### src/rtl/spi_sched_pkg.sv
// rtl/spi_sched_pkg.sv - shared types, timing defaults and width helpers for the SPI frame scheduler
package spi_sched_pkg;

    typedef enum logic [2:0] {IDLE, SETUP, SEND, WAIT, DONE, GAP} state_t;

    localparam int DEF_NUM_REQ        = 2;
    localparam int DEF_MAX_BYTES      = 2;
    localparam int DEF_SETUP_CYCLES   = 4;
    localparam int DEF_GAP_CYCLES     = 4;
    localparam int DEF_TIMEOUT_CYCLES = 4096;

    function automatic int len_w(input int max_bytes);
        return $clog2(max_bytes + 1);
    endfunction

    // One counter is shared by SETUP, WAIT and GAP, so it must cover the longest of them.
    function automatic int cnt_w(input int a, input int b, input int c);
        int m;
        m = (a > b) ? a : b;
        m = (m > c) ? m : c;
        return $clog2(m + 1);
    endfunction

endpackage

### src/rtl/spi_frame_scheduler_if.sv
// rtl/spi_frame_scheduler_if.sv - requester and spi_master signal bundle for the frame scheduler
interface spi_frame_scheduler_if
    import spi_sched_pkg::*;
#(
    parameter int NUM_REQ   = DEF_NUM_REQ,
    parameter int MAX_BYTES = DEF_MAX_BYTES,
    parameter int LEN_W     = len_w(MAX_BYTES),
    parameter int IDX_W     = $clog2(NUM_REQ)
);
    logic [NUM_REQ-1:0]             req;
    logic [NUM_REQ*LEN_W-1:0]       req_len;
    logic [NUM_REQ*MAX_BYTES*8-1:0] req_data;
    logic [NUM_REQ-1:0]             ack;
    logic                           err;
    logic [MAX_BYTES*8-1:0]         rsp_data;
    logic [IDX_W-1:0]               grant_id;
    logic                           busy;
    logic                           spi_start;
    logic [7:0]                     spi_tx_data;
    logic [7:0]                     spi_rx_data;
    logic                           spi_tx_ready;
    logic                           spi_done;
    logic                           ss;

    modport master (
        input  req, req_len, req_data, spi_rx_data, spi_tx_ready, spi_done,
        output ack, err, rsp_data, grant_id, busy, spi_start, spi_tx_data, ss
    );

    modport slave (
        output req, req_len, req_data, spi_rx_data, spi_tx_ready, spi_done,
        input  ack, err, rsp_data, grant_id, busy, spi_start, spi_tx_data, ss
    );

endinterface

### src/rtl/spi_rr_arbiter.sv
// rtl/spi_rr_arbiter.sv - combinational round-robin pick starting one past the last grant
module spi_rr_arbiter #(
    parameter int NUM_REQ = 2,
    parameter int IDX_W   = $clog2(NUM_REQ)
) (
    input  logic [NUM_REQ-1:0] req,
    input  logic [IDX_W-1:0]   ptr,
    output logic [IDX_W-1:0]   grant_idx,
    output logic               grant_valid
);

    // Scan farthest-first so the nearest requester after ptr overwrites and wins.
    always_comb begin
        logic [IDX_W-1:0] j;
        grant_idx   = '0;
        grant_valid = 1'b0;
        j           = '0;
        for (int k = NUM_REQ; k >= 1; k--) begin
            j = IDX_W'((int'(ptr) + k) % NUM_REQ);
            if (req[j]) begin
                grant_idx   = j;
                grant_valid = 1'b1;
            end
        end
    end

endmodule

### src/rtl/spi_frame_scheduler.sv
// rtl/spi_frame_scheduler.sv - round-robin framing of multi-byte requests onto one spi_master byte engine
module spi_frame_scheduler
    import spi_sched_pkg::*;
#(
    parameter int NUM_REQ        = DEF_NUM_REQ,
    parameter int MAX_BYTES      = DEF_MAX_BYTES,
    parameter int SETUP_CYCLES   = DEF_SETUP_CYCLES,
    parameter int GAP_CYCLES     = DEF_GAP_CYCLES,
    parameter int TIMEOUT_CYCLES = DEF_TIMEOUT_CYCLES
) (
    input  logic                 clk,
    input  logic                 reset,
    spi_frame_scheduler_if.master bus
);

    localparam int LEN_W = len_w(MAX_BYTES);
    localparam int IDX_W = $clog2(NUM_REQ);
    localparam int FW    = 8 * MAX_BYTES;
    localparam int CNT_W = cnt_w(SETUP_CYCLES, GAP_CYCLES, TIMEOUT_CYCLES);

    state_t             state_q, state_n;
    logic [CNT_W-1:0]   cnt_q, cnt_n;
    logic [FW-1:0]      frame_q, frame_n, rsp_q, rsp_n;
    logic [LEN_W-1:0]   remaining_q, remaining_n;
    logic [IDX_W-1:0]   ptr_q, ptr_n, grant_q, grant_n;
    logic               tflag_q, tflag_n, ss_q, ss_n, start_q, start_n;
    logic               err_q, err_n, busy_q, busy_n;
    logic [7:0]         tx_q, tx_n;
    logic [NUM_REQ-1:0] ack_q, ack_n;
    logic [IDX_W-1:0]   arb_idx;
    logic               arb_valid;
    logic [LEN_W-1:0]   sel_len;
    logic [FW-1:0]      sel_data;

    spi_rr_arbiter #(.NUM_REQ(NUM_REQ), .IDX_W(IDX_W)) u_arb (
        .req        (bus.req),
        .ptr        (ptr_q),
        .grant_idx  (arb_idx),
        .grant_valid(arb_valid)
    );

    always_comb begin
        sel_len  = '0;
        sel_data = '0;
        for (int i = 0; i < NUM_REQ; i++) begin
            if (arb_idx == IDX_W'(i)) begin
                sel_len  = bus.req_len[i*LEN_W +: LEN_W];
                sel_data = bus.req_data[i*FW +: FW];
            end
        end
    end

    always_comb begin
        state_n     = state_q;
        cnt_n       = cnt_q;
        frame_n     = frame_q;
        rsp_n       = rsp_q;
        remaining_n = remaining_q;
        ptr_n       = ptr_q;
        grant_n     = grant_q;
        tflag_n     = tflag_q;
        ss_n        = ss_q;
        tx_n        = tx_q;
        busy_n      = busy_q;
        start_n     = 1'b0;
        ack_n       = '0;
        err_n       = 1'b0;
        case (state_q)
            IDLE: begin
                if (arb_valid) begin
                    grant_n     = arb_idx;
                    ptr_n       = arb_idx;
                    busy_n      = 1'b1;
                    rsp_n       = '0;
                    tflag_n     = 1'b0;
                    frame_n     = sel_data;
                    cnt_n       = '0;
                    remaining_n = (sel_len > LEN_W'(MAX_BYTES)) ? LEN_W'(MAX_BYTES) : sel_len;
                    if (sel_len == '0) begin
                        state_n = DONE;
                    end else begin
                        state_n = SETUP;
                        ss_n    = 1'b0;
                    end
                end
            end
            SETUP: begin
                if (cnt_q == CNT_W'(SETUP_CYCLES - 1)) state_n = SEND;
                else                                    cnt_n   = cnt_q + 1'b1;
            end
            SEND: begin
                if (bus.spi_tx_ready) begin
                    start_n = 1'b1;
                    tx_n    = frame_q[FW-1 -: 8];
                    cnt_n   = '0;
                    state_n = WAIT;
                end
            end
            WAIT: begin
                if (bus.spi_done) begin
                    rsp_n       = FW'({rsp_q, bus.spi_rx_data});
                    frame_n     = frame_q << 8;
                    remaining_n = remaining_q - 1'b1;
                    state_n     = (remaining_q == LEN_W'(1)) ? DONE : SEND;
                end else if (cnt_q == CNT_W'(TIMEOUT_CYCLES - 1)) begin
                    tflag_n = 1'b1;
                    state_n = DONE;
                end else begin
                    cnt_n = cnt_q + 1'b1;
                end
            end
            DONE: begin
                ss_n           = 1'b1;
                ack_n[grant_q] = 1'b1;
                err_n          = tflag_q;
                cnt_n          = '0;
                // The DONE cycle is the first gap cycle.
                if (GAP_CYCLES <= 1) begin
                    state_n = IDLE;
                    busy_n  = 1'b0;
                end else begin
                    state_n = GAP;
                end
            end
            GAP: begin
                if (cnt_q == CNT_W'(GAP_CYCLES - 2)) begin
                    state_n = IDLE;
                    busy_n  = 1'b0;
                end else begin
                    cnt_n = cnt_q + 1'b1;
                end
            end
            default: state_n = IDLE;
        endcase
    end

    always_ff @(posedge clk or negedge reset) begin
        if (!reset) begin
            state_q     <= IDLE;
            cnt_q       <= '0;
            frame_q     <= '0;
            rsp_q       <= '0;
            remaining_q <= '0;
            ptr_q       <= IDX_W'(NUM_REQ - 1);
            grant_q     <= '0;
            tflag_q     <= 1'b0;
            ss_q        <= 1'b1;
            tx_q        <= '0;
            busy_q      <= 1'b0;
            start_q     <= 1'b0;
            ack_q       <= '0;
            err_q       <= 1'b0;
        end else begin
            state_q     <= state_n;
            cnt_q       <= cnt_n;
            frame_q     <= frame_n;
            rsp_q       <= rsp_n;
            remaining_q <= remaining_n;
            ptr_q       <= ptr_n;
            grant_q     <= grant_n;
            tflag_q     <= tflag_n;
            ss_q        <= ss_n;
            tx_q        <= tx_n;
            busy_q      <= busy_n;
            start_q     <= start_n;
            ack_q       <= ack_n;
            err_q       <= err_n;
        end
    end

    assign bus.ack         = ack_q;
    assign bus.err         = err_q;
    assign bus.rsp_data    = rsp_q;
    assign bus.grant_id    = grant_q;
    assign bus.busy        = busy_q;
    assign bus.spi_start   = start_q;
    assign bus.spi_tx_data = tx_q;
    assign bus.ss          = ss_q;

endmodule
### src/flat_wrapper.sv
// flat-port wrapper written by rule: the top's interface ports become plain ports
module spi_frame_scheduler_flat import spi_sched_pkg::*;
#(
    parameter int NUM_REQ        = DEF_NUM_REQ,
    parameter int MAX_BYTES      = DEF_MAX_BYTES,
    parameter int SETUP_CYCLES   = DEF_SETUP_CYCLES,
    parameter int GAP_CYCLES     = DEF_GAP_CYCLES,
    parameter int TIMEOUT_CYCLES = DEF_TIMEOUT_CYCLES
)
  (clk, reset, bus_req, bus_req_len, bus_req_data, bus_spi_rx_data, bus_spi_tx_ready, bus_spi_done, bus_ack, bus_err, bus_rsp_data, bus_grant_id, bus_busy, bus_spi_start, bus_spi_tx_data, bus_ss);
  spi_frame_scheduler_if #(.NUM_REQ(NUM_REQ), .MAX_BYTES(MAX_BYTES)) bus_i ();
  input  logic clk;
  input  logic reset;
  input wire logic [$bits(bus_i.req)-1:0] bus_req;
  input wire logic [$bits(bus_i.req_len)-1:0] bus_req_len;
  input wire logic [$bits(bus_i.req_data)-1:0] bus_req_data;
  input wire logic [$bits(bus_i.spi_rx_data)-1:0] bus_spi_rx_data;
  input wire logic [$bits(bus_i.spi_tx_ready)-1:0] bus_spi_tx_ready;
  input wire logic [$bits(bus_i.spi_done)-1:0] bus_spi_done;
  output wire logic [$bits(bus_i.ack)-1:0] bus_ack;
  output wire logic [$bits(bus_i.err)-1:0] bus_err;
  output wire logic [$bits(bus_i.rsp_data)-1:0] bus_rsp_data;
  output wire logic [$bits(bus_i.grant_id)-1:0] bus_grant_id;
  output wire logic [$bits(bus_i.busy)-1:0] bus_busy;
  output wire logic [$bits(bus_i.spi_start)-1:0] bus_spi_start;
  output wire logic [$bits(bus_i.spi_tx_data)-1:0] bus_spi_tx_data;
  output wire logic [$bits(bus_i.ss)-1:0] bus_ss;
  assign bus_i.req = bus_req;
  assign bus_i.req_len = bus_req_len;
  assign bus_i.req_data = bus_req_data;
  assign bus_i.spi_rx_data = bus_spi_rx_data;
  assign bus_i.spi_tx_ready = bus_spi_tx_ready;
  assign bus_i.spi_done = bus_spi_done;
  assign bus_ack = bus_i.ack;
  assign bus_err = bus_i.err;
  assign bus_rsp_data = bus_i.rsp_data;
  assign bus_grant_id = bus_i.grant_id;
  assign bus_busy = bus_i.busy;
  assign bus_spi_start = bus_i.spi_start;
  assign bus_spi_tx_data = bus_i.spi_tx_data;
  assign bus_ss = bus_i.ss;
  spi_frame_scheduler #(.NUM_REQ(NUM_REQ), .MAX_BYTES(MAX_BYTES), .SETUP_CYCLES(SETUP_CYCLES), .GAP_CYCLES(GAP_CYCLES), .TIMEOUT_CYCLES(TIMEOUT_CYCLES)) u_core (.clk(clk), .reset(reset), .bus(bus_i));
endmodule
### config.mk
export PLATFORM = sky130hd
export DESIGN_NAME = spi_frame_scheduler_flat
export DESIGN_NICKNAME = d
export VERILOG_FILES = /design/src/rtl/spi_sched_pkg.sv /design/src/rtl/spi_frame_scheduler_if.sv /design/src/rtl/spi_rr_arbiter.sv /design/src/rtl/spi_frame_scheduler.sv /design/src/flat_wrapper.sv
export SDC_FILE = /design/constraint.sdc
export NUM_CORES = 1
export LEC_CHECK = 0
export ABC_AREA = 0
export CAP_MARGIN = 40
export CORE_MARGIN = 8
export CORE_UTILIZATION = 48
export CTS_CLUSTER_DIAMETER = 40
export CTS_CLUSTER_SIZE = 30
export DETAILED_ROUTE_END_ITERATION = 16
export PLACE_DENSITY = 0.86
export SYNTH_ARGS = -nofsm -noshare
export SYNTH_HDL_FRONTEND = slang
export SYNTH_HIERARCHICAL = 1
export SYNTH_SLANG_ARGS = --single-unit
### constraint.sdc
create_clock -name clk -period 2.32 [get_ports clk]
set_clock_uncertainty 0.2 [all_clocks]
set_input_delay 0.348 -clock clk [delete_from_list [all_inputs] [get_ports clk]]
set_output_delay 0.348 -clock clk [all_outputs]
set_load 0.02 [all_outputs]
# After elaboration in Yosys (flattened, before gate mapping)
# Index checks and enable logic that the tools add are counted.
# W data, S select, Z words.
[word_totals]
input_bits = 50
wordCells = 111
reg_bits = 67
[classes]
reduce_logical = 15
n_lt_le_gt_ge = 5
muxes = 52
n_addsub = 4
eq_ne = 21
[ops]
columns = ["operator", "n"]
rows = [
  ["$mux W16", 5],
  ["$mux W13", 6],
  ["$pmux W13 S6", 1],
  ["$pmux W16 S2", 2],
  ["$eq A13 B2 Y1 const B", 2],
  ["$mux W3", 8],
  ["$mux W1", 19],
  ["$pmux W3 S6", 1],
  ["$ne A2 B2 Y1 const B", 7],
  ["$add A13 B1 Y13 const B", 1],
  ["$eq A13 B12 Y1 const B", 1],
  ["$mux W2", 5],
  ["$reduce_and A3 Y1", 3],
  ["$ne A2 B1 Y1 const B", 4],
  ["$reduce_and A7 Y1", 1],
  ["$eq A3 B2 Y1 const B", 2],
  ["$eq A3 B3 Y1 const B", 2],
  ["$lt A1 B2 Y1 const B", 3],
  ["$pmux W1 S2", 3],
  ["$reduce_bool A2 Y1", 3],
  ["$reduce_bool A6 Y1", 1],
  ["$reduce_and A5 Y1", 1],
  ["$pmux W2 S2", 1],
  ["$reduce_and A2 Y1", 2],
  ["other kinds (12)", 13],
]

# Logic depth before layout (Yosys ltp)
# Gate-level depths: netlist of run 1.
[depth]
word_depth = 10
ltp_mapped = 8
depth_no_buf = 6

# Modules after synthesis
# The synthesis of run 1 kept the hierarchy.
[by_module_without_submodules]
columns = ["mod", "cells_per_inst", "instances", "area_per_inst_um2"]
rows = [
  ["spi_frame_scheduler", 344, 1, 3309.4],
  ["spi_rr_arbiter", 2, 1, 13.8],
]

# Worst setup path before layout of run 1
# No wires, ideal clock.
[synth_path]
kind = "register to register"
startpoint = "register u_core.cnt_q[0]"
endpoint = "register u_core.cnt_q[6]"
stages_incl_launch_ff = 8
path_buffers = 1
slack_ns = 0.228
t_arrival_ns = 1.762
synth_period_minus_slack_ns = 2.092
cell_sequence = "dfrtp_1 ha_1 nand4_1 or4_1 o211ai_2 or2_4 buf_6 o31ai_2"
[synth_between]
elab_chain_len = 4
[synth_lines]
columns = ["item", "line", "rtl"]
rows = [
  ["start, declared", "spi_frame_scheduler.sv:22", "logic [CNT_W-1:0] cnt_q, cnt_n;"],
  ["start signal, assigned", "spi_frame_scheduler.sv:155", "cnt_q <= cnt_n;"],
  ["$add A13 B1 Y13", "spi_frame_scheduler.sv:89, spi_frame_scheduler.sv:109, spi_frame_scheduler.sv:130", ""],
  ["$mux W13", "spi_frame_scheduler.sv:105", "end else if (cnt_q == CNT_W'(TIMEOUT_CYCLES - 1)) begin"],
  ["$mux W13", "spi_frame_scheduler.sv:100", "if (bus.spi_done) begin"],
  ["$pmux W13 S6", "spi_frame_scheduler.sv:68", "case (state_q)"],
]
# Parallel ways exist; a longest one is shown, timed or not. The select of a mux whose other input is x is not followed.
# A chain may end at the register's enable or synchronous reset.

# Worst setup path after layout of run 1
[layout_path]
startpoint = "register u_core.cnt_q[1]"
endpoint = "register u_core.cnt_q[8]"
# Same word-level chain as after synthesis.

==> run_results.csv, run 1 <==
group,metric,value,unit
logic_synthesis,syn_inst,346,
layout,diodes,0,
logic_synthesis,synth_cell_type_count,49,
timing,tightest_slew,0.517,ns
drt,routed_wl,8.19,mm
layout,drive_above_1_share,0.141,
critical_path,path_cells,"ha_1, nand4_1, or4_1, o211ai_2, buf_4, o21ai_0, o31ai_2",
power_and_ir_drop,p_leak,0.00200,uW
logic_synthesis,synth_area_per_cell,9.60,sq um
logic_synthesis,synth_edf_count,0,
place,port-buffer-count,80,
logic_synthesis,synth.cell_area,3320,sq um
place,gp_congestion,0.904,
floorplanning,die_h,99.2,um
timing,fin_crit_sh,0.942,
clock_network,cts_sinks,67,
logic_synthesis,async_flop_share,1.00,
layout,postLayoutCoreUtil,0.676,
clock_network,cts-root-buf,"clkbuf_8",
layout,fin_cells,519,
critical_path,worstPathArrival,2.23,ns
layout,design_area,4560,sq um
job,drv_cap,0,
drt,dr.pass1.iters,5,
power_and_ir_drop,power_density,1140,nW/um^2
grt,grt-ovfl-total,0,
drt,drtAntennaViolNets,0,
clock_network,cts-resized-gates,0,
timing,fin_crit,2.19,ns
critical_path,cp-end-kind,"flip-flop",
floorplanning,die_x,99.2,um
grt,grt_util_all_layers,0.167,
grt,grt_pass1_wl,13.5,mm
run_status,status,"complete, no violations",
drt,wire_per_inst,15.8,um
critical_path,crit_slowest_cell,"or4_1",
place,placed_cell_area,4310,sq um
layout,final_cell_mix,"81 x nand2_1, 79 x clkdlybuf4s50_1, 65 x dfrtp_1",
clock_network,clk_pin_slew,0.08,ns
layout,n_fill_cell,518,
critical_path,startpoint_type,"flip-flop",
clock_network,cts_tree,"yes",
clock_network,post_cts_buffers,0,
grt,grt_use_met3,0.0447,
logic_synthesis,synth_seq_area_share,0.505,
critical_path,cp.required,2.37,ns
layout,regArea,1680,sq um
timing,slew_headroom,0.651,
timing,rsz0062_at_grt,"false",
timing,finalHoldViolCount,0,
clock_network,numCtsBuffers,9,
critical_path,critical_path_class,"reg2reg",
timing,setup_viol,0,
logic_synthesis,ys_ff_latch,67,
critical_path,slowest_delay,0.61,ns
layout,area_growth,37.3,%
logic_synthesis,ys.flop_type,"dfrtp_1",
clock_network,clock_path_buffers,2,
grt,busiest_layer,"met2",
worst_hold_path,hold_path_class,"reg2reg",
power_and_ir_drop,p_total,5200,uW
grt,grt_max_degree,68,
clock_network,htree_levels,3,
grt,met2_usage,0.259,
grt,grt_use_met1,0.222,
clock_network,insertion_delay,0.33,ns
timing,setup_tns,0,ns
grt,grt_pass1_vias,2831,
floorplanning,core,6760,sq um
layout,nets,487,
floorplanning,die_area,9840,sq um
critical_path,critPathMaxFanout,11,
power_and_ir_drop,vdd.ir_drop.worst,572,uV
floorplanning,fp-row-count,30,
floorplanning,boundaryPins,81,
drt,drt-initial-drc-count,176,
drt,vias,2872,
logic_synthesis,synth_nets,399,
timing,fmax,0.458,GHz
timing,drv_slew,0,
drt,via_per_inst,5.53,
place,post-place-cells,502,
layout,layout_commonest_cell,"nand2_1",
place,dp_hpwl,5.91,mm
floorplanning,initial_utilization,0.492,
layout,multi_input_area,1540,sq um
drt,drc,0,
grt,antenna_found_initial,0,
logic_synthesis,yosys_warnings,6,
==> metal layers <==
metal | vias up | wire (um)
li1 | 1396 | -
met1 | 1373 | 3750
met2 | 95 | 3910
met3 | 8 | 447
met4 | 0 | 95
met5 | - | 0
==> kinds of logic (layout without fill, tap and decap cells) <==
family | count (synthesis) | after routing | synth area share
fa+ha+maj | 3 | 3 | 0.0113
flops | 67 | 67 | 0.505
compound gates | 90 | 90 | 0.175
buf+inv | 28 | 121 | 0.0388
mux | 28 | 28 | 0.0873
simple gates | 130 | 130 | 0.182
==> layout make-up <==
type                    instances  share of cell area
repair buffers                 99               0.214
inverters                       6             0.00493
clock buffers                   9              0.0271
flip-flops and latches         67               0.368
multi-input cells             251               0.337
well taps                      80              0.0219
clock inverters                 7              0.0271
==> power breakdown <==
| part | internal [uW] | switching [uW] |
|---|---|---|
| clock | 723 | 460 |
| sequential | 1560 | 330 |
| combinational | 962 | 1170 |
| total | 3240 | 1960 |
==> critical path, delay by kind of cell (launching register included) <==
kind                     cells  cell delay [ns]
AND/OR/NAND/NOR              2             0.76
buffers and inverters        1             0.21
flip-flops                   1             0.41
adder cells (fa/ha/maj)      1             0.21
AO/OA/AOI/OAI                3             0.31
==> Yosys cell counts (2+ instances only) <==
library cell	instances	share of area
buf_4	2	0.0045
nor3_1	2	0.0030
mux2_2	8	0.027
inv_1	6	0.0068
nor2_1	10	0.011
a31oi_1	3	0.0056
and3_1	6	0.011
mux2i_1	20	0.060
o21bai_1	2	0.0045
o21ai_1	2	0.0030
nand2_1	81	0.091
nor2b_1	2	0.0038
clkbuf_1	11	0.012
nand4_1	5	0.0094
nand3_1	6	0.0090
ha_1	3	0.011
o31ai_1	4	0.0090
nor4_1	3	0.0056
o21ai_0	56	0.084
o31ai_2	8	0.030
dfstp_2	2	0.016
a21oi_1	5	0.0075
and2_1	4	0.0075
dfrtp_1	65	0.49
buf_2	6	0.0090
==> flip-flops by register name, summed over array words and instances, names as in the netlist, 2 cells and up <==
register,count
u_core/bus.spi_tx_data,8
u_core/frame_q,16
u_core/remaining_q,2
u_core/bus.ack,2
u_core/bus.rsp_data,16
u_core/cnt_q,13
u_core/state_q,3
==> per-stage QoR <==
stage / hold WS, ns / worst slack [ns]
4_1_cts: 0.283 / 0.166
6_report: 0.278 / 0.135
3_3_place_gp: 0.190 / 0.0367
2_1_floorplan: -0.148 / 0.228
3_5_place_dp: 0.194 / -0.0159
5_1_grt: 0.310 / 0.0612
==> timing repair <==
action	CTS	global route
hold buffers	1	0
setup endpoints to repair	0	0
hold endpoints to repair	65	0
==> final timing paths <==
path	endpoint	cells past startpoint	from	slack, ns
setup / recovery	u_core/cnt_q[8]	7	u_core/cnt_q[1]	0.13
hold / removal	u_core/frame_q[14]	2	u_core/frame_q[14]	0.28
setup reg to reg	u_core/cnt_q[8]	7	u_core/cnt_q[1]	0.13
hold reg to reg	u_core/frame_q[14]	2	u_core/frame_q[14]	0.28
max in group asynchronous	u_core/bus.ss	3	reset	1.23
min in group asynchronous	u_core/cnt_q[2]	3	reset	0.34
Note: power is estimated with default switching activity, not from simulation.
==> inputs of run 2 (changes only) <==
--- a/config.mk
+++ b/config.mk
@@ -13,7 +13,7 @@
 export CTS_CLUSTER_SIZE = 30
 export DETAILED_ROUTE_END_ITERATION = 16
 export PLACE_DENSITY = 0.86
+export RECOVER_POWER = 50
 export SYNTH_ARGS = -nofsm -noshare
 export SYNTH_HDL_FRONTEND = slang
-export SYNTH_HIERARCHICAL = 1
 export SYNTH_SLANG_ARGS = --single-unit
==> run 2 against run 1 <==
Combinational power rose by 18%. Global-route usage rose by 0.94 points. Flip-flop and latch count did not move. Critical endpoint is now u_core.cnt_q[4]. Largest cell class unchanged.
==> run_results.csv, run 2 <==
group,metric,value,unit
run_status,status,"complete, no violations",
job,drv_cap,0,
clock_network,cts-root-buf,"clkbuf_8",
logic_synthesis,synth_area_per_cell,9.35,sq um
clock_network,clock_path_buffers,2,
worst_hold_path,hold_path_class,"reg2reg",
layout,final_cell_mix,"77 x clkdlybuf4s50_1, 65 x dfrtp_1, 62 x nand2_1",
grt,grt-ovfl-total,0,
layout,n_fill_cell,513,
drt,top_layer_used,"met4",
floorplanning,core,6790,sq um
power_and_ir_drop,vdd.ir_drop.worst,675,uV
logic_synthesis,ys.flop_type,"dfrtp_1",
floorplanning,fp-row-count,30,
place,placed_cell_area,4390,sq um
place,gp_congestion,0.870,
layout,fin_cells,552,
place,post-place-cells,535,
logic_synthesis,synth_seq_area_share,0.500,
critical_path,crit_family,"simple AND/OR/NAND/NOR gates",
critical_path,cp-end-kind,"flip-flop",
timing,fmax,0.463,GHz
floorplanning,boundaryPins,81,
logic_synthesis,synth_top_cell_by_area,"dfrtp_1",
drt,wire_per_inst,15.4,um
floorplanning,die_x,99.6,um
logic_synthesis,netlist_top_cells_area,"dfrtp_1 48%, nand2_1 7.0%, mux2i_1 5.4%",
timing,finalHoldViolCount,0,
layout,multi_input_area,1540,sq um
grt,grt_pass1_vias,2975,
timing,tightest_slew,1.39,ns
timing,rsz0062_at_grt,"false",
logic_synthesis,synth_nets,412,
floorplanning,die_h,99.6,um
drt,drc,0,
drt,drtAntennaViolNets,0,
logic_synthesis,synth_edf_count,0,
timing,fin_crit_sh,0.930,
power_and_ir_drop,p_leak,0.00199,uW
layout,regArea,1680,sq um
critical_path,cp.required,2.34,ns
layout,diodes,0,
clock_network,post_cts_buffers,0,
critical_path,crit_slowest_cell,"dfrtp_1",
logic_synthesis,async_flop_share,1.00,
power_and_ir_drop,power_density,1160,nW/um^2
logic_synthesis,syn_inst,359,
place,port-buffer-count,80,
layout,nets,504,
floorplanning,initial_utilization,0.494,
grt,grt_max_degree,35,
drt,wl_met1,3.77,mm
logic_synthesis,yosysTopAreaCellShare,0.484,
logic_synthesis,synth_cell_type_count,42,
critical_path,critPathBufInv,1,
drt,dr.pass1.iters,4,
drt,drt-initial-drc-count,160,
drt,routed_wl,8.51,mm
layout,layout_commonest_cell,"clkdlybuf4s50_1",
logic_synthesis,synth_common_cells,"65 x dfrtp_1, 63 x nand2_1, 32 x a21oi_1, 32 x nor2_1, 24 x o31ai_1",
critical_path,critical_path_class,"reg2reg",
clock_network,cts_tree,"yes",
grt,antenna_found_initial,0,
logic_synthesis,ys_ff_latch,67,
clock_network,cts_sinks,67,
clock_network,htree_levels,3,
drt,wl_met3,468,um
place,dp_hpwl,6.34,mm
floorplanning,die_area,9930,sq um
critical_path,critPathMaxFanout,14,
layout,drive_above_1_share,0.116,
logic_synthesis,synth.cell_area,3360,sq um
layout,design_area,4560,sq um
critical_path,worstPathArrival,2.18,ns
timing,setup_viol,0,
grt,grt_pass1_wl,14.2,mm
critical_path,slowest_delay,0.41,ns
drt,met2_length,4.01,mm
grt,grt_util_all_layers,0.177,
critical_path,startpoint_type,"flip-flop",
timing,drv_slew,0,
critical_path,path_cells,"ha_1, nand4_1, nor4_1, and2_1, buf_4, o31ai_1, o41ai_1",
layout,area_growth,35.8,%
drt,via_per_inst,5.50,
logic_synthesis,synth_most_common_cell,"dfrtp_1",
clock_network,clk_pin_slew,0.07,ns
drt,vias,3034,
logic_synthesis,yosys_warnings,0,
timing,slew_headroom,0.0742,
clock_network,numCtsBuffers,9,
clock_network,insertion_delay,0.34,ns
timing,fin_crit,2.16,ns
-- run 2: kinds of logic (layout without fill, tap and decap cells) --
group / count (synthesis) / count (layout) / share of synthesized area
flip-flops: 67 / 67 / 0.500
buffers and inverters: 33 / 130 / 0.0458
multiplexers: 26 / 26 / 0.0805
AO/OA/AOI/OAI: 100 / 100 / 0.191
AND/OR/NAND/NOR: 130 / 130 / 0.172
adder cells (fa/ha/maj): 3 / 3 / 0.0112
-- run 2: worst paths after layout --
kind | slack, ns | from | to | depth (start not counted)
max in group asynchronous | 0.26 | reset | u_core.ptr_q | 3
max reg2reg | 0.16 | u_core.cnt_q[0] | u_core.cnt_q[4] | 7
min | 0.26 | u_core.bus.grant_id | u_core.bus.ack[0] | 1
min reg2reg | 0.26 | u_core.bus.grant_id | u_core.bus.ack[0] | 1
max | 0.16 | u_core.cnt_q[0] | u_core.cnt_q[4] | 7
min in group asynchronous | 0.65 | reset | u_core.cnt_q[3] | 2
-- run 2: report_power, final --
part	switching (uW)	internal (uW)
clock	419	446
combinational	1370	1140
sequential	319	1610
total	2110	3200
-- run 2: metrics by stage --
step	util	setup WS [ns]	setup TNS (ns)	total power [uW]	hold slack (ns)
floorplan	-	0.0721	0	3450	-0.148
global placement	0.646	-0.0653	-0.226	4370	0.162
detailed placement	0.646	-0.0813	-0.442	4470	0.172
CTS	0.673	0.0540	0	5340	0.255
global route	0.671	0.0437	0	5680	0.281
finish	0.671	0.162	0	5310	0.259
-- run 2: cell type report --
cell class | count | area share
Clock buffer | 14 | 0.0357
Inverter | 7 | 0.00576
Clock inverter | 2 | 0.00274
Multi-Input combinational cell | 259 | 0.337
Sequential cell | 67 | 0.368
Tap cell | 96 | 0.0263
Timing Repair Buffer | 107 | 0.224
-- run 2: metal layers --
| metal | up-vias | GRT usage |
|---|---|---|
| li1 | 1462 | - |
| met1 | 1454 | 0.223 |
| met2 | 99 | 0.278 |
| met3 | 19 | 0.0377 |
| met4 | 0 | 0.0943 |
| met5 | - | 0 |
-- run 2: what timing repair did --
action | CTS | global route
setup endpoints to repair | 0 | 26
hold buffers | 1 | 0
hold endpoints to repair | 21 | 0
gates resized for setup | 0 | 2
==> inputs of run 3 (changes only) <==
==> constraint.sdc (replaced) <==
create_clock -name clk -period 2.1 [get_ports clk]
set_clock_uncertainty 0.2 [all_clocks]
set_input_delay 0.315 -clock clk [delete_from_list [all_inputs] [get_ports clk]]
set_output_delay 0.315 -clock clk [all_outputs]
set_load 0.02 [all_outputs]
==> run 3 against run 2 <==
The run now ends with setup timing left. Combinational power increased by 33%. Non-clock buffer count up 26. Largest cell class unchanged. Die area is the same. Flip-flop and latch count unchanged.
==> run_results.csv, run 3 (synthesis results as in run 2) <==
group,metric,value,unit
drt,routed_wl,9.80,mm
clock_network,cts-root-buf,"clkbuf_8",
critical_path,r2r_start,"u_core.cnt_q[0]",
drt,drt-initial-drc-count,278,
drt,dr.pass1.iters,6,
worst_hold_path,hold_path_class,"reg2reg",
critical_path,critical_path_class,"reg2reg",
floorplanning,fp-row-count,30,
critical_path,crit_family,"compound AO/OA/AOI/OAI gates",
critical_path,startpoint_type,"flip-flop",
timing,fin_crit,2.13,ns
floorplanning,die_x,99.6,um
clock_network,insertion_delay,0.34,ns
clock_network,clk_pin_slew,0.08,ns
layout,nets,531,
critical_path,path_cells,"buf_6, ha_4, nand2b_4, a21oi_2, a211o_1, or3_4, o41ai_2",
timing,rsz0062_at_grt,"true",
grt,grt_util_all_layers,0.189,
power_and_ir_drop,power_density,1340,nW/um^2
grt,grt_pass1_vias,3200,
place,dp_hpwl,6.71,mm
power_and_ir_drop,clkPwrFrac,0.180,
critical_path,critPathMaxFanout,5,
power_and_ir_drop,p_int,4010,uW
grt,grt-ovfl-total,0,
power_and_ir_drop,p_leak,0.00216,uW
critical_path,cp-end-kind,"flip-flop",
layout,n_fill_cell,475,
clock_network,clock_path_buffers,2,
grt,antenna_found_initial,0,
timing,tightest_slew,0.900,ns
clock_network,htree_levels,3,
place,gp_congestion,0.860,
drt,drtAntennaViolNets,0,
power_and_ir_drop,p_switching,2650,uW
critical_path,slowest_delay,0.47,ns
timing,drv_slew,0,
drt,wire_per_inst,16.9,um
layout,area_growth,47.9,%
layout,final_cell_mix,"79 x clkdlybuf4s50_1, 63 x dfrtp_1, 62 x nand2_1",
grt,grt_max_degree,68,
power_and_ir_drop,power_frac_comb,0.503,
layout,drive_above_1_share,0.222,
layout,layout_commonest_cell,"clkdlybuf4s50_1",
timing,setup_viol,5,
floorplanning,boundaryPins,81,
grt,grt_pass1_wl,15.2,mm
timing,fmax,0.470,GHz
floorplanning,die_area,9930,sq um
timing,slew_headroom,0.400,
place,port-buffer-count,80,
power_and_ir_drop,p_total,6660,uW
clock_network,cts_tree,"yes",
floorplanning,die_h,99.6,um
timing,fin_ws,-0.0273,ns
power_and_ir_drop,p_seq_frac,0.317,
power_and_ir_drop,netSwitchingFraction,0.398,
power_and_ir_drop,vdd.ir_drop.worst,676,uV
job,drv_cap,0,
clock_network,numCtsBuffers,9,
timing,fin_crit_sh,1.01,
place,pre_cts_ws,-0.344,ns
drt,via_per_inst,5.67,
place,post-place-cells,559,
layout,fin_cells,579,
drt,drc,0,
run_status,violations,"setup timing",
clock_network,cts_sinks,67,
floorplanning,initial_utilization,0.494,
worst_hold_path,worstHoldStart,"u_core.bus.grant_id",
floorplanning,core,6790,sq um
timing,whs,0.244,ns
critical_path,worstPathArrival,2.17,ns
layout,diodes,0,
critical_path,reg2reg_slack,-0.03,ns
critical_path,critical_path.startpoint,"u_core.cnt_q[0]",
timing,finalHoldViolCount,0,
run_status,status,"finished, violations left",
drt,vias,3281,
layout,postLayoutCoreUtil,0.731,
critical_path,cp.required,2.14,ns
critical_path,critPathBufInv,1,
critical_path,crit_slowest_cell,"or3_4",
-- run 3: metrics by stage --
stage | TNS [ns] | area (sq um)
floorplan | -0.225 | 3390
global placement | -3.41 | 4600
detailed placement | -5.59 | 4600
CTS | 0 | 4850
global route | -0.633 | 4970
finish | -0.0879 | 4970
-- run 3: layout make-up --
cell class | instances | area (sq um) | share of cell area
Clock inverter | 7 | 101 | 0.0204
Sequential cell | 67 | 1680 | 0.339
Inverter | 7 | 26.3 | 0.00529
Timing Repair Buffer | 133 | 1240 | 0.249
Multi-Input combinational cell | 260 | 1680 | 0.338
Tap cell | 96 | 120 | 0.0242
Clock buffer | 9 | 124 | 0.0249
-- run 3: metal layers --
layer	wire (um)	part of all wire	global-route usage	up-vias
met5	0	0	0	-
met4	324	0.033	0.0885	0
met3	626	0.064	0.0342	27
met2	4830	0.49	0.315	149
met1	4020	0.41	0.232	1583
li1	-	-	-	1522
-- run 3: timing repair --
action	CTS	global route
hold buffers	1	0
buffers inserted	0	2
gates resized for setup	4	25
endpoints found under the hold margin	65	0
setup endpoints to repair	22	27
pin swaps	1	3
cloned	0	1
-- run 3: worst paths after layout --
kind | depth (start not counted) | end
max | 7 | u_core.cnt_q[10]
min in group asynchronous | 3 | u_core.bus.rsp_data[13]
min reg2reg | 1 | u_core.bus.ack[0]
max in group asynchronous | 3 | u_core.state_q[1]
max reg2reg | 7 | u_core.cnt_q[10]
min | 1 | u_core.bus.ack[0]
-- run 3: power groups by stage --
stage                     combinational (uW)  clock [uW]  sequential, uW
after floorplan                         1520           0            2330
after global routing                    3610        1270            2170
after detailed placement                3060           0            2130
final                                   3340        1200            2110
after global placement                  2940           0            2090
after CTS                               3130        1220            2110
==> RTL edit 1, RTL diff (settings of run 2) <==
Re-encode `state_t` (6 states) as one-hot, 6 bits wide.
--- a/src/rtl/spi_sched_pkg.sv
+++ b/src/rtl/spi_sched_pkg.sv
@@ -3,3 +3,3 @@
 
-    typedef enum logic [2:0] {IDLE, SETUP, SEND, WAIT, DONE, GAP} state_t;
+    typedef enum logic [5:0] {IDLE = 6'b000001, SETUP = 6'b000010, SEND = 6'b000100, WAIT = 6'b001000, DONE = 6'b010000, GAP = 6'b100000} state_t;
 
Check against the original RTL: no difference found for any inputs over 10 cycles, from zero or initial values and one cycle with reset low; not proved beyond that.
==> RTL edit 1 against run 2 <==
Core utilization down 0.89 points; worst setup slack lost 17 ps; via count is 1.1% lower; count of clock-buffer cells in the layout is 5 lower; routed wire length increased by 3.5%; synthesized area grew 4.1%; cell area is 3.6% higher; sequential power decreased by 7%; largest cell class unchanged; first-iteration DRC count is 16% lower; critical path type unchanged; sequential cell count grew 3; critical endpoint is now u_core.frame_q[3]; power down 6.1%.
==> RTL edit 1: results (changes against run 2) <==
| Metric | Value |
|---|---|
| Vias in the first global route | 3188 (+7.2%) |
| Data arrival, critical path | 2220 ps (+40 ps) |
| Synth top area cells | dfrtp_1, nand2_1, o21ai_1, mux2i_1, o31ai_1 |
| Fin crit period | 2175 ps (+17.44 ps) |
| Worst-path fanout max | 66 (+52) |
| Worst vdd ir | 0.5861 mV (-13%) |
| Clock Latency Late Sink | 340 ps (about the same) |
| Seq/Total Area, Yosys | 50.23% (+0.23 points) |
| Worst Hold Depth | 2 (+1) |
| H-Tree Depth | 3 (unchanged) |
| Initial DRC Count | 134 (-16%) |
| WL per Instance | 15.77 um (+2.2%) |
| Initial antenna violation count | 0 (unchanged) |
| Slowest-stage cell, CP | dfrtp_1 |
| Internal | 3.098 mW (-3.1%) |
| Outcome | finished clean |
| Rel. slew slack | 36.82% (+29 points) |
| Routability congestion estimate | 0.8352 (-4.0%) |
| Synthesis Warnings | 0 (unchanged) |
| FF-to-FF path depth | 6 (-1) |
| Global-route wire length before repair | 15.01 mm (+5.7%) |
| Diodes inserted | 0 (unchanged) |
| Layout cells sized above 1 | 10.65% (-0.97 points) |
| Post-synth cell types | 54 (+29%) |
| Leak | 2.043 nW (+2.8%) |
| Wire length on met2 | 4.386 mm (+9.5%) |
| Reg-to-reg slack, setup | 140 ps (-20 ps) |
| Clock tree buffer depth | 2 (unchanged) |
| Start point of the critical path | u_core.state_q[3] |
| Via Count | 3001 (-1.1%) |
| Crit path to | u_core.frame_q[3] |
| Synth top cells by count | nand2_1, dfrtp_1, o21ai_1 |
| DP HPWL | 6.534 mm (+3.0%) |
| Hold Crit Endpoint | u_core.bus.spi_tx_data[5] |
| Synth Net Count | 422 (+2.4%) |
| Hold Path Origin | u_core.frame_q[13] |
| Layout Nets | 508 (+0.79%) |
| Largest net degree at the start of global routing | 71 (+100%) |
| Top Layer Used | met4 |
| Filler cell count | 581 (+13%) |
| Worst-path clk slew | 80 ps |
| Dpl ws | -5.608 ps (+75.65 ps) |
| Num CTS Buffers | 9 (unchanged) |
| Worst Hold Class | flip-flop to flip-flop |
| Total GRT Usage | 18.34% (+0.66 points) |
| CP max stage delay | 490 ps (+80 ps) |
| Routed metal-1 wirelength | 3.932 mm (+4.2%) |
| Metal3 WL | 390 um (-17%) |
RTL edit 1: cells by family after synthesis:
group                    Yosys count  synth area share, %
AND/OR/NAND/NOR                  157                22.63
AO/OA/AOI/OAI                     93                16.65
flip-flops                        70                50.23
buffers and inverters             26                3.759
multiplexers                      18                5.156
adder cells (fa/ha/maj)            3                1.074
XOR/XNOR                           2               0.5013
RTL edit 1: metrics by stage:
stage               area (um^2)  TNS [ps]  hold WS [ps]  std cells
floorplan                  3495         0        -147.6        369
global placement           4471         0         196.9        542
detailed placement         4471    -9.968         201.9        542
CTS                        4725         0         276.0        559
global route               4726         0         305.4        559
finish                     4726         0         275.1        559
RTL edit 1: repair_timing:
item                       in CTS  in global routing
gates resized for setup         0                  3
setup endpoints to repair       0                  8
hold endpoints to repair       67                  0
hold buffers                    1                  0
RTL edit 1: worst reg2reg max path, cell delays in order, from the launching register on:
cell      delay, ps
dfrtp_1         490
nor4_2          370
nand3b_1        220
nor2_2          250
a21oi_4          80
buf_12          210
o31ai_1         270
RTL edit 1: power by group through the flow:
stage / combinational (mW) / sequential [mW] / clock [mW]
after floorplan: 1.24 / 1.83 / 0
after global placement: 1.90 / 1.78 / 0
after detailed placement: 1.97 / 1.81 / 0
after CTS: 1.99 / 1.78 / 1.23
after global routing: 2.19 / 1.83 / 1.28
final: 1.99 / 1.79 / 1.20
RTL edit 1: layout make-up:
class                   count  share of cell area, %
clock inverters             7                  2.542
well taps                  99                  2.621
flip-flops and latches     70                  37.15
inverters                   3                 0.2383
repair buffers             98                  20.20
clock buffers               9                  2.621
multi-input cells         273                  34.63
RTL edit 1: metal layers:
layer	up-vias	track usage, %
met4	0	6.300
met1	1432	22.76
met3	8	4.674
met5	-	0
met2	82	30.26
li1	1479	-
==> RTL edit 2, RTL diff (flow settings as in run 2) <==
Without the edit above. The package constant `DEF_SETUP_CYCLES` goes from 4 to 2.
--- a/src/rtl/spi_sched_pkg.sv
+++ b/src/rtl/spi_sched_pkg.sv
@@ -7,3 +7,3 @@
     localparam int DEF_MAX_BYTES      = 2;
-    localparam int DEF_SETUP_CYCLES   = 4;
+    localparam int DEF_SETUP_CYCLES   = 2;
     localparam int DEF_GAP_CYCLES     = 4;
Formal check against the unedited RTL: not equivalent (a bounded check fails within 10 cycles, from zero or initial values and one cycle with reset low).
==> RTL edit 2 against run 2 <==
Worst setup slack worse by 23 ps; critical path depth is 1 higher; critical endpoint is now u_core.cnt_q[6]; routed wire length is 2.4% lower; first-iteration DRC count is 28% lower; sequential power is 3% lower; cell area is 2.9% lower; critical path type unchanged; synthesized area is 1.8% lower; power is 2.8% lower; largest cell class unchanged; sequential cell count stayed put; largest power group unchanged.
==> RTL edit 2: results (changes against run 2) <==
| Metric | Value |
|---|---|
| Total GRT Usage | 17.36% (-0.32 points) |
| Layout cells sized above 1 | 11.06% (-0.56 points) |
| GRT met3 Usage | 3.735% (-0.036 points) |
| Rel. slew slack | 39.20% (+32 points) |
| CP top delay family | compound AO/OA/AOI/OAI gates |
| Metal3 WL | 531 um (+13%) |
| Post-placement cell count | 497 (-7.1%) |
| NetSw | 2.114 mW (+0.17%) |
| DP HPWL | 5.957 mm (-6.1%) |
| Worst Hold Class | flip-flop to flip-flop |
| Filler cell count | 533 (+3.9%) |
| Met1 GRT Util | 22.35% (+0.10 points) |
| Post-synthesis compound-gate area fraction | 17.46% (-1.6 points) |
| Initial DRC Count | 115 (-28%) |
| Largest net degree at the start of global routing | 68 (+94%) |
| Synth Net Count | 398 (-3.4%) |
| Reg-to-reg slack, setup | 140 ps (-20 ps) |
| Hold Crit Endpoint | u_core.bus.ss |
| Worst vdd ir | 0.5176 mV (-23%) |
| Outcome | finished clean |
| Max Clk Rate | 458.5 MHz (-1.1%) |
| Dpl ws | -11.64 ps (+69.62 ps) |
| Vias in the first global route | 2822 (-5.1%) |
| WL per Instance | 16.16 um (+4.8%) |
| Seq/Total Area, Yosys | 50.93% (+0.93 points) |
| Layout Nets | 483 (-4.2%) |
| CP max stage delay | 450 ps (+40 ps) |
| Hold Path Origin | u_core.bus.ss |
| Leak | 1.907 nW (-4.0%) |
| Placed Area | 0.004272 mm^2 (-2.7%) |
| Routed metal-1 wirelength | 3.643 mm (-3.5%) |
| Synth top area cells | dfrtp_1, nand2_1, o21ai_0, mux2i_1, o31ai_1 |
| Post-synth cell types | 47 (+12%) |
| Routability congestion estimate | 0.9032 (+3.8%) |
| Crit path to | u_core.cnt_q[6] |
| Global-route wire length before repair | 13.96 mm (-1.7%) |
| Via Count | 2833 (-6.6%) |
| Wire length on met2 | 4.006 mm (about the same) |
| Post-synthesis mux area share | 8.235% (+0.19 points) |
| FF-to-FF path depth | 8 (+1) |
## RTL edit 2: cell count changes after synthesis, sizes merged, moves of 4 or more
cell,run 2,this run
o31ai,24,17
o21ai,19,43
nor2,32,20
a21oi,32,16
o41ai,5,1
nor2b,2,6
clkbuf,14,6
## RTL edit 2: layout make-up
cell class | instances | area, um^2 | area share, %
timing repair buffer | 95 | 940.9 | 21.25
tap | 80 | 100.1 | 2.261
clock inverter | 6 | 41.29 | 0.9327
sequential | 67 | 1679 | 37.93
inverter | 6 | 22.52 | 0.5088
multi-input combinational | 250 | 1505 | 34.00
clock buffer | 10 | 137.6 | 3.109
## RTL edit 2: power by group through the flow
stage / sequential (mW) / combinational [mW] / clock [mW]
floorplan: 2.03 / 1.35 / 0
global placement: 1.87 / 2.37 / 0
detailed placement: 1.90 / 2.46 / 0
CTS: 1.88 / 2.48 / 0.884
global route: 1.94 / 2.69 / 0.936
finish: 1.87 / 2.42 / 0.864
